[config.mk]
export PLATFORM = sky130hd
export DESIGN_NAME = pixel_frame_scheduler
export DESIGN_NICKNAME = d
export VERILOG_FILES = /design/src/rtl/pixel_sched_pkg.sv /design/src/rtl/pixel_out_reg.sv /design/src/rtl/pixel_frame_scheduler.sv
export SDC_FILE = /design/constraint.sdc
export NUM_CORES = 1
export LEC_CHECK = 0
export CORE_AREA = 8 8 69 101
export DETAILED_ROUTE_END_ITERATION = 16
export DIE_AREA = 0 0 77 109
export PLACE_DENSITY_LB_ADDON = 0.25
export SLEW_MARGIN = 20
export SYNTH_ARGS = -nofsm -noshare
export SYNTH_HDL_FRONTEND = slang
export SYNTH_SLANG_ARGS = --single-unit
[constraint.sdc]
create_clock -name clk_i -period 2.4 [get_ports clk_i]
set_input_delay 0.48 -clock clk_i [delete_from_list [all_inputs] [get_ports clk_i]]
set_output_delay 0.48 -clock clk_i [all_outputs]
set_load 0.05 [all_outputs]
[src/rtl/pixel_sched_pkg.sv]
// pixel_sched_pkg: scheduler state encoding, default frame/window geometry and owner pick
package pixel_sched_pkg;
  typedef enum logic [1:0] {IDLE, ARB, STREAM, DONE} sched_state_e;
  localparam int SRC_COLS_DEF = 1201;
  localparam int SRC_ROWS_DEF = 1201;
  localparam int WIN_COLS_DEF = 800;
  localparam int WIN_ROWS_DEF = 600;
  localparam int CW_DEF       = 13;
  function automatic logic pick_owner(input logic [1:0] req, input logic last_owner);
    return req[~last_owner] ? ~last_owner : last_owner;
  endfunction
endpackage

[src/rtl/pixel_out_reg.sv]
// pixel_out_reg: one-entry valid/ready output register with synchronous flush
module pixel_out_reg (
  input  logic       clk_i,
  input  logic       rst_i,
  input  logic       flush_i,
  input  logic       load_i,
  input  logic [7:0] data_i,
  input  logic       ready_i,
  output logic       valid_o,
  output logic [7:0] data_o,
  output logic       free_o
);
  logic       valid_q, valid_d;
  logic [7:0] data_q, data_d;
  assign free_o  = !valid_q || ready_i;
  assign valid_o = valid_q;
  assign data_o  = data_q;
  // flush drops the held beat; a load only arrives when the slot is free
  always_comb begin
    valid_d = flush_i ? 1'b0 : load_i ? 1'b1 : ready_i ? 1'b0 : valid_q;
    data_d  = flush_i ? 8'd0 : load_i ? data_i : ready_i ? 8'd0 : data_q;
  end
  // register the slot, data reads zero whenever it is empty
  always_ff @(posedge clk_i or posedge rst_i) begin
    if (rst_i) begin
      valid_q <= 1'b0;
      data_q  <= 8'd0;
    end else begin
      valid_q <= valid_d;
      data_q  <= data_d;
    end
  end
endmodule

[src/rtl/pixel_frame_scheduler.sv]
// pixel_frame_scheduler: frame-granular round-robin share of the pixel path, window forwarding
module pixel_frame_scheduler
  import pixel_sched_pkg::*;
#(
  parameter int SRC_COLS = SRC_COLS_DEF,
  parameter int SRC_ROWS = SRC_ROWS_DEF,
  parameter int WIN_COLS = WIN_COLS_DEF,
  parameter int WIN_ROWS = WIN_ROWS_DEF,
  parameter int CW       = CW_DEF
) (
  input  logic          clk_i,
  input  logic          rst_i,
  input  logic [1:0]    req_i,
  output logic [1:0]    grant_o,
  input  logic          src0_valid_i,
  input  logic [7:0]    src0_pixel_i,
  output logic          src0_ready_o,
  input  logic          src1_valid_i,
  input  logic [7:0]    src1_pixel_i,
  output logic          src1_ready_o,
  output logic          dn_valid_o,
  output logic [7:0]    dn_pixel_o,
  input  logic          dn_ready_i,
  input  logic          abort_i,
  output logic          frame_start_o,
  output logic          frame_done_o,
  output logic [CW-1:0] row_o,
  output logic [CW-1:0] col_o
);
  localparam logic [CW-1:0] COL_LAST = CW'(SRC_COLS - 1);
  localparam logic [CW-1:0] ROW_LAST = CW'(SRC_ROWS - 1);
  localparam logic [CW-1:0] WIN_C    = CW'(WIN_COLS);
  localparam logic [CW-1:0] WIN_R    = CW'(WIN_ROWS);
  sched_state_e  state_q;
  logic [1:0]    grant_q;
  logic          last_q, fs_q, fd_q;
  logic [CW-1:0] row_q, col_q;
  logic          in_win, slot_free, own_ready, accept, last_beat, nxt;
  logic [7:0]    own_pixel;
  assign in_win       = row_q < WIN_R && col_q < WIN_C;
  assign own_ready    = state_q == STREAM && (in_win ? slot_free : 1'b1);
  assign src0_ready_o = own_ready && grant_q[0];
  assign src1_ready_o = own_ready && grant_q[1];
  assign accept       = (src0_valid_i && src0_ready_o) || (src1_valid_i && src1_ready_o);
  assign own_pixel    = grant_q[1] ? src1_pixel_i : src0_pixel_i;
  assign last_beat    = row_q == ROW_LAST && col_q == COL_LAST;
  assign nxt          = pick_owner(req_i, last_q);
  assign grant_o       = grant_q;
  assign frame_start_o = fs_q;
  assign frame_done_o  = fd_q;
  assign row_o         = row_q;
  assign col_o         = col_q;
  pixel_out_reg u_out (
    .clk_i   (clk_i),
    .rst_i   (rst_i),
    .flush_i (abort_i),
    .load_i  (accept && in_win),
    .data_i  (own_pixel),
    .ready_i (dn_ready_i),
    .valid_o (dn_valid_o),
    .data_o  (dn_pixel_o),
    .free_o  (slot_free)
  );
  // frame FSM: arbitration at boundaries, raster position, registered grant and pulses
  always_ff @(posedge clk_i or posedge rst_i) begin
    if (rst_i) begin
      state_q <= IDLE;
      grant_q <= 2'b00;
      last_q  <= 1'b1;
      fs_q    <= 1'b0;
      fd_q    <= 1'b0;
      row_q   <= '0;
      col_q   <= '0;
    end else if (abort_i) begin
      state_q <= ARB;
      grant_q <= 2'b00;
      fs_q    <= 1'b0;
      fd_q    <= 1'b0;
      row_q   <= '0;
      col_q   <= '0;
    end else begin
      fs_q <= 1'b0;
      fd_q <= 1'b0;
      case (state_q)
        IDLE: state_q <= req_i != 2'b00 ? ARB : IDLE;
        ARB: begin
          if (req_i == 2'b00) state_q <= IDLE;
          else begin
            state_q <= STREAM;
            grant_q <= {nxt, ~nxt};
            last_q  <= nxt;
            fs_q    <= 1'b1;
            row_q   <= '0;
            col_q   <= '0;
          end
        end
        STREAM: begin
          if (accept && last_beat) begin
            state_q <= DONE;
            grant_q <= 2'b00;
            fd_q    <= 1'b1;
            row_q   <= '0;
            col_q   <= '0;
          end else if (accept) begin
            col_q <= col_q == COL_LAST ? '0 : col_q + 1'b1;
            row_q <= col_q == COL_LAST ? row_q + 1'b1 : row_q;
          end
        end
        DONE: state_q <= ARB;
        default: state_q <= IDLE;
      endcase
    end
  end
endmodule

======== Yosys cells after proc, flatten, opt, wreduce, memory -nomap -nowiden ========
Cells that the tools add are included.
operators by class
  bitwise logic cells ..................... 4
  mux-type cells .......................... 37
  equal/unequal tests ..................... 9
  magnitude comparators ................... 3
  multipliers ............................. 0
  shifts and indexed selects .............. 0
  $add $sub $neg .......................... 2
  divide/modulo/power cells ............... 0
  reduce and logical (&&, ||, !) cells .... 21
operator list
  kind                     count
  $mux W13                 9
  $pmux W13 S2             2
  $mux W8                  4
  $add A13 B1 Y13 const B  2
  $eq A13 B11 Y1 const B   2
  $lt A13 B10 Y1 const B   2
  $mux W1                  14
  $mux W2                  6
  $logic_and A1 B1 Y1      9
  $reduce_and A3 Y1        3
  $pmux W2 S4              1
  $reduce_bool A3 Y1       2
  $eq A2 B2 Y1 const B     2
  $logic_not A2 Y1         2
  $ne A4 B2 Y1 const B     1
  $ne A4 B3 Y1 const B     1
  $not A1 Y1               4
  $pmux W2 S2              1
  $reduce_and A4 Y1        1
  $ne A3 B2 Y1 const B     1
  $ne A3 B3 Y1 const B     1
  $eq A2 B1 Y1 const B     1
  $logic_or A1 B1 Y1       2
  $lt A1 B2 Y1 const B     1
  other kinds (2)          2
storage, ports and cells
  bits in read-only memories .............. 0
  bits in latches ......................... 0
  input bits .............................. 24
  output and inout port bits .............. 41
  register bits after elaboration ......... 42
  memories kept ........................... 0
  bits in writable memories ............... 0

======== Depth between registers and ports, before layout ========
Gate-level depths: netlist of run 1.
  word-level depth ........................ 11
  gate-level depth with buffers ........... 8
  mapped depth without buffers ............ 7

======== Hierarchy ========
Synthesis of run 1 repeated with hierarchy kept, for this count alone.
second synthesis, totals
  cell total of the unflattened synthesis .. 262
  area total of the unflattened synthesis .. 2543.7 sq um
by module, submodules not included
  module                 cells an instance  seq. area each (sq um)  times used  area an instance (sq um)
  pixel_frame_scheduler  234                827.0                   1           2175.8
  pixel_out_reg          28                 225.2                   1           367.9

======== Worst setup path after synthesis of run 1 ========
OpenSTA, ideal clock, no wires.
  path type ............................... register to register
  from .................................... register col_q[0], in the netlist col_o[0]
  to ...................................... register row_q[7], in the netlist row_o[7]
  period minus slack after synthesis ...... 2.428 ns
  setup time .............................. 0.121 ns
  required time ........................... 2.279 ns
  arrival ................................. 2.307 ns
  slack ................................... -0.028 ns
  stages on the path, launching flop included .. 9
  cell sequence ........................... dfrtp_1 -> inv_1 -> ha_1 -> or4b_4 -> o31ai_4 -> o21a_4 -> buf_12 -> o21ai_1 -> a22o_1
between the ends
  word-level cells in the longest chain between the ends .. 11
  elaborated cells between the ends (all ways) .. 18
RTL lines
  element                                 line                                                      source
  start: declaration                      pixel_frame_scheduler.sv:37                               logic [CW-1:0] row_q, col_q;
  start signal: assignment                pixel_frame_scheduler.sv:105                              col_q <= col_q == COL_LAST ? '0 : col_q + 1'b1;
  $lt A13 B10 Y1                          pixel_frame_scheduler.sv:40                               assign in_win = row_q < WIN_R && col_q < WIN_C;
  $logic_and A1 B1 Y1                     pixel_frame_scheduler.sv:40
  $mux W1                                 pixel_frame_scheduler.sv:41                               assign own_ready = state_q == STREAM && (in_win ? slot_free : 1'b1);
  $logic_and A1 B1 Y1                     pixel_frame_scheduler.sv:41
  $logic_and A1 B1 Y1 (on tied branches)  pixel_frame_scheduler.sv:42, pixel_frame_scheduler.sv:43
  $logic_and A1 B1 Y1                     pixel_frame_scheduler.sv:44                               assign accept = (src0_valid_i && src0_ready_o) || (src1_valid_i && src1_ready_o);
  $logic_or A1 B1 Y1                      pixel_frame_scheduler.sv:44
  $logic_and A1 B1 Y1                     pixel_frame_scheduler.sv:98                               if (accept && last_beat) begin
  $mux W13                                pixel_frame_scheduler.sv:98
  $pmux W13 S2                            pixel_frame_scheduler.sv:84                               case (state_q)
  $mux W13                                pixel_frame_scheduler.sv:74                               end else if (abort_i) begin
  end signal: assignment                  pixel_frame_scheduler.sv:106                              row_q <= col_q == COL_LAST ? row_q + 1'b1 : row_q;
  end: declaration                        pixel_frame_scheduler.sv:37
Parallel ways exist; a longest one is shown, timed or not.
A chain may end at the register's enable or synchronous reset.

======== Worst setup path in the final report of run 1 ========
  from .................................... register row_q[4], in the netlist row_o[4]
  to ...................................... output port src1_ready_o
between the ends
  word-level cells in the longest chain between the ends .. 5
RTL lines
  element              line                         source
  $lt A13 B10 Y1       pixel_frame_scheduler.sv:40
  $logic_and A1 B1 Y1  pixel_frame_scheduler.sv:40
  $mux W1              pixel_frame_scheduler.sv:41
  $logic_and A1 B1 Y1  pixel_frame_scheduler.sv:41
  $logic_and A1 B1 Y1  pixel_frame_scheduler.sv:43  assign src1_ready_o = own_ready && grant_q[1];
  end: declaration     pixel_frame_scheduler.sv:20  output logic src1_ready_o,
Every way passes these cells.

==> reports/results.ini, run 1 <==
[outcome]
status=completed

[drt]
wire_per_inst_microns=16.81
drc=0
drtIter0Drc=109
drt_pass1_iterations=4
wl_microns=6991
vias=2358
vias_per_cell=5.668
ant_nets=0

[critical_path]
startpoint_type=flip-flop
crit_chain=a2111oi_4 > buf_4 > o2111ai_4 > and3_1 > buf_4
path_max_fanout=4
worst_path_max_delay_cell=dfrtp_1
critPathKind=reg2out
rr_startpoint=row_o[3]
r2r_slack_ns=0.11
r2r_end=row_o[5]
cp_num_buf_inv=2
crit_path_end_kind=output port
arrival_ns=1.84
r2r_cells=7
max_stage_delay_ns=0.42
critPathTopFamily=compound AO/OA/AOI/OAI gates
crit_top_cell=buf_4
required_ns=1.92

[synth]
yosysTopAreaCellShare_pct=42.42
yosys_register_bits=42
ys_seq_area_share_pct=43.51
async_reset_ff_share_pct=100.0
synth.most_common_cell=dfrtp_1
synthCells=244
synth_top_area_cell=dfrtp_1
syn_area_sq_um=2419
synth.distinct_cells=57
synthTopCellsByCount=dfrtp_1, nor2_1, nand2_1, o21ai_0
synth-edff-count=0
synth_warnings=0
yosys_most_used_dff=dfrtp_1
syn_nets=272
synth.area.top_cells=dfrtp_1, a22o_1, mux2i_1, nor2_1, o21ai_0
syn_area_per_cell_sq_um=9.912

[clock_network]
clkTransAtPathRegs_ns=0.08
clock_latency_ns=0.29
clockBufferDepth=2
cts_tree=built
cts_inserted_buffers=5
cts_root_buf=clkbuf_8
cts.sinks=42
post-cts-setup-buffer-count=0
htreeDepth=2

[hold_path]
hold_class=reg2reg
min_path_cells=1
hp-start=u_out.data_o[2]
min_to=u_out.data_o[2]

[pwr]
ir_drop_mv=0.4041
p_leak_nw=1.463
power_mw=1.750
p_per_area_nw_per_um2=491.6

[timing]
finalHoldViolations=0
finalSetupTns_ns=0
period_share_pct=96.69
period_needed_ns=2.320
max_freq_mhz=430.9
setup_viol_count_final=0
max-slew-margin-rel_pct=64.06
rsz0062_at_grt=no
report.final.slew_viol_count=0
finClkSkew_ns=0.01065
max_slew.worst_pin.slew_ns=0.5350

[floorplanning]
chipHeight_microns=109
ios=65
rows=34
start_util_pct=43.07
dieArea_sq_um=8393
core_sq_um=5615
die_width_microns=77

[cells_and_area]
area_growth_pct=47.18
postLayoutCoreUtil_pct=63.39
antenna_cells=0
nets=372
final_cell_area_sq_um=3560
drive_gt1_share_pct=20.06

[global_routing]
grt_use_total_pct=17.19
antenna_found_initial=0
grt_pass1_wl_microns=11760
grt_remaining_overflow=0
grt_pass1_vias=2444
grt_max_degree=43

[job]
cap_viol_max_count=0

[placement]
place_area_sq_um=3368
gp_congestion=0.8193
numPortBuffers=64
hpwl_microns=5204

## layer usage
metal  share of wire [%]  vias up  GRT usage, %  routed length [microns]
li1                    -     1134             -                        -
met3                 4.2       14         4.620                      294
met5                   0        -             0                        0
met1                  42     1152         18.62                     2909
met2                  52       58         31.75                     3652
met4                 1.9        0         5.556                      133
## how the worst max path moves through the flow
stage	startpoint	end	slack, ns	depth (start not counted)
4_1_cts	dn_ready_i	src0_ready_o	0.02	5
6_report	row_o[4]	src1_ready_o	0.08	5
5_1_grt	row_o[4]	src1_ready_o	0.01	5
2_1_floorplan	row_o[0]	row_o[0]	0.05	8
3_5_place_dp	dn_ready_i	src1_ready_o	-0.05	5
3_3_place_gp	src0_valid_i	row_o[5]	-0.02	8
## sequential cells by signal, indices dropped and copies added (netlist names)
name	flops
col_o	13
frame_done_o	1
frame_start_o	1
grant_o	2
last_q	1
row_o	13
state_q	2
u_out.data_o	8
u_out.valid_o	1
## report_power, final
group | switching (mW) | total [mW] | internal, mW | leakage (nW)
sequential | 0.0263 | 0.769 | 0.743 | 0.573
combinational | 0.227 | 0.406 | 0.180 | 0.832
clock | 0.241 | 0.574 | 0.333 | 0.0573
## stage by stage
step	worst slack (ns)	cells	hold slack (ns)
after floorplan	0.04839	244	0.5111
after global placement	-0.02184	409	0.4720
after detailed placement	-0.04667	409	0.4772
after CTS	0.01675	416	0.4964
after global routing	0.01347	416	0.5180
final	0.07954	416	0.4924
## kinds of logic (layout without fill, tap and decap cells)
group	Yosys count	after routing	synth area share [%]
simple gates	97	97	22.76
compound gates	73	73	22.87
flops	42	42	43.51
buf+inv	17	117	4.293
mux	9	9	3.777
fa+ha+maj	4	4	2.069
xor+xnor	2	2	0.7244
## cell type report
| type | instances | area, sq um |
|---|---|---|
| tap | 72 | 90.09 |
| clock buffer | 6 | 82.58 |
| timing repair buffer | 102 | 930.9 |
| inverter | 8 | 30.03 |
| sequential | 42 | 1055 |
| multi-input combinational | 185 | 1341 |
| fill | 506 | 2056 |
| clock inverter | 1 | 30.03 |
## cells in the final DEF (no fill, tap or decap), types with 2 or more instances in the layout
cell type	synthesis	layout
clkdlybuf4s50_1	0	61
buf_4	0	40
dfrtp_1	41	39
nor2_1	21	21
nand2_1	14	14
o21ai_0	14	14
nand3_1	10	10
a22o_1	10	10
mux2i_1	8	8
o2bb2ai_1	8	8
nor3_1	8	8
inv_1	8	8
a21oi_1	8	8
o31ai_1	8	7
and3_1	6	6
clkbuf_8	0	6
nand2b_1	5	5
nor4_1	6	5
nor2b_1	5	5
or4_1	5	5
ha_1	4	4
o31ai_4	1	2
a22oi_1	2	2
o2111ai_1	3	2
or4b_1	2	2
nand4_1	2	2
o21ai_1	2	2
o21ai_2	2	2
o41ai_1	2	2
a221o_1	2	2
and2b_2	2	2
xor2_1	2	2
dfrtp_2	0	2
## repair_timing
action	CTS	global route
pin swaps	3	3
hold buffers	0	0
resized for setup	8	3
setup endpoints to repair	2	2
No activity file was read; power rests on OpenSTA's default activity.
==> run 2, diff against run 1 <==
Settings changed: TNS_END_PERCENT set to 100.
==> results of run 2 <==
Same layout as run 1: the final DEF is identical, and so are final timing and power.
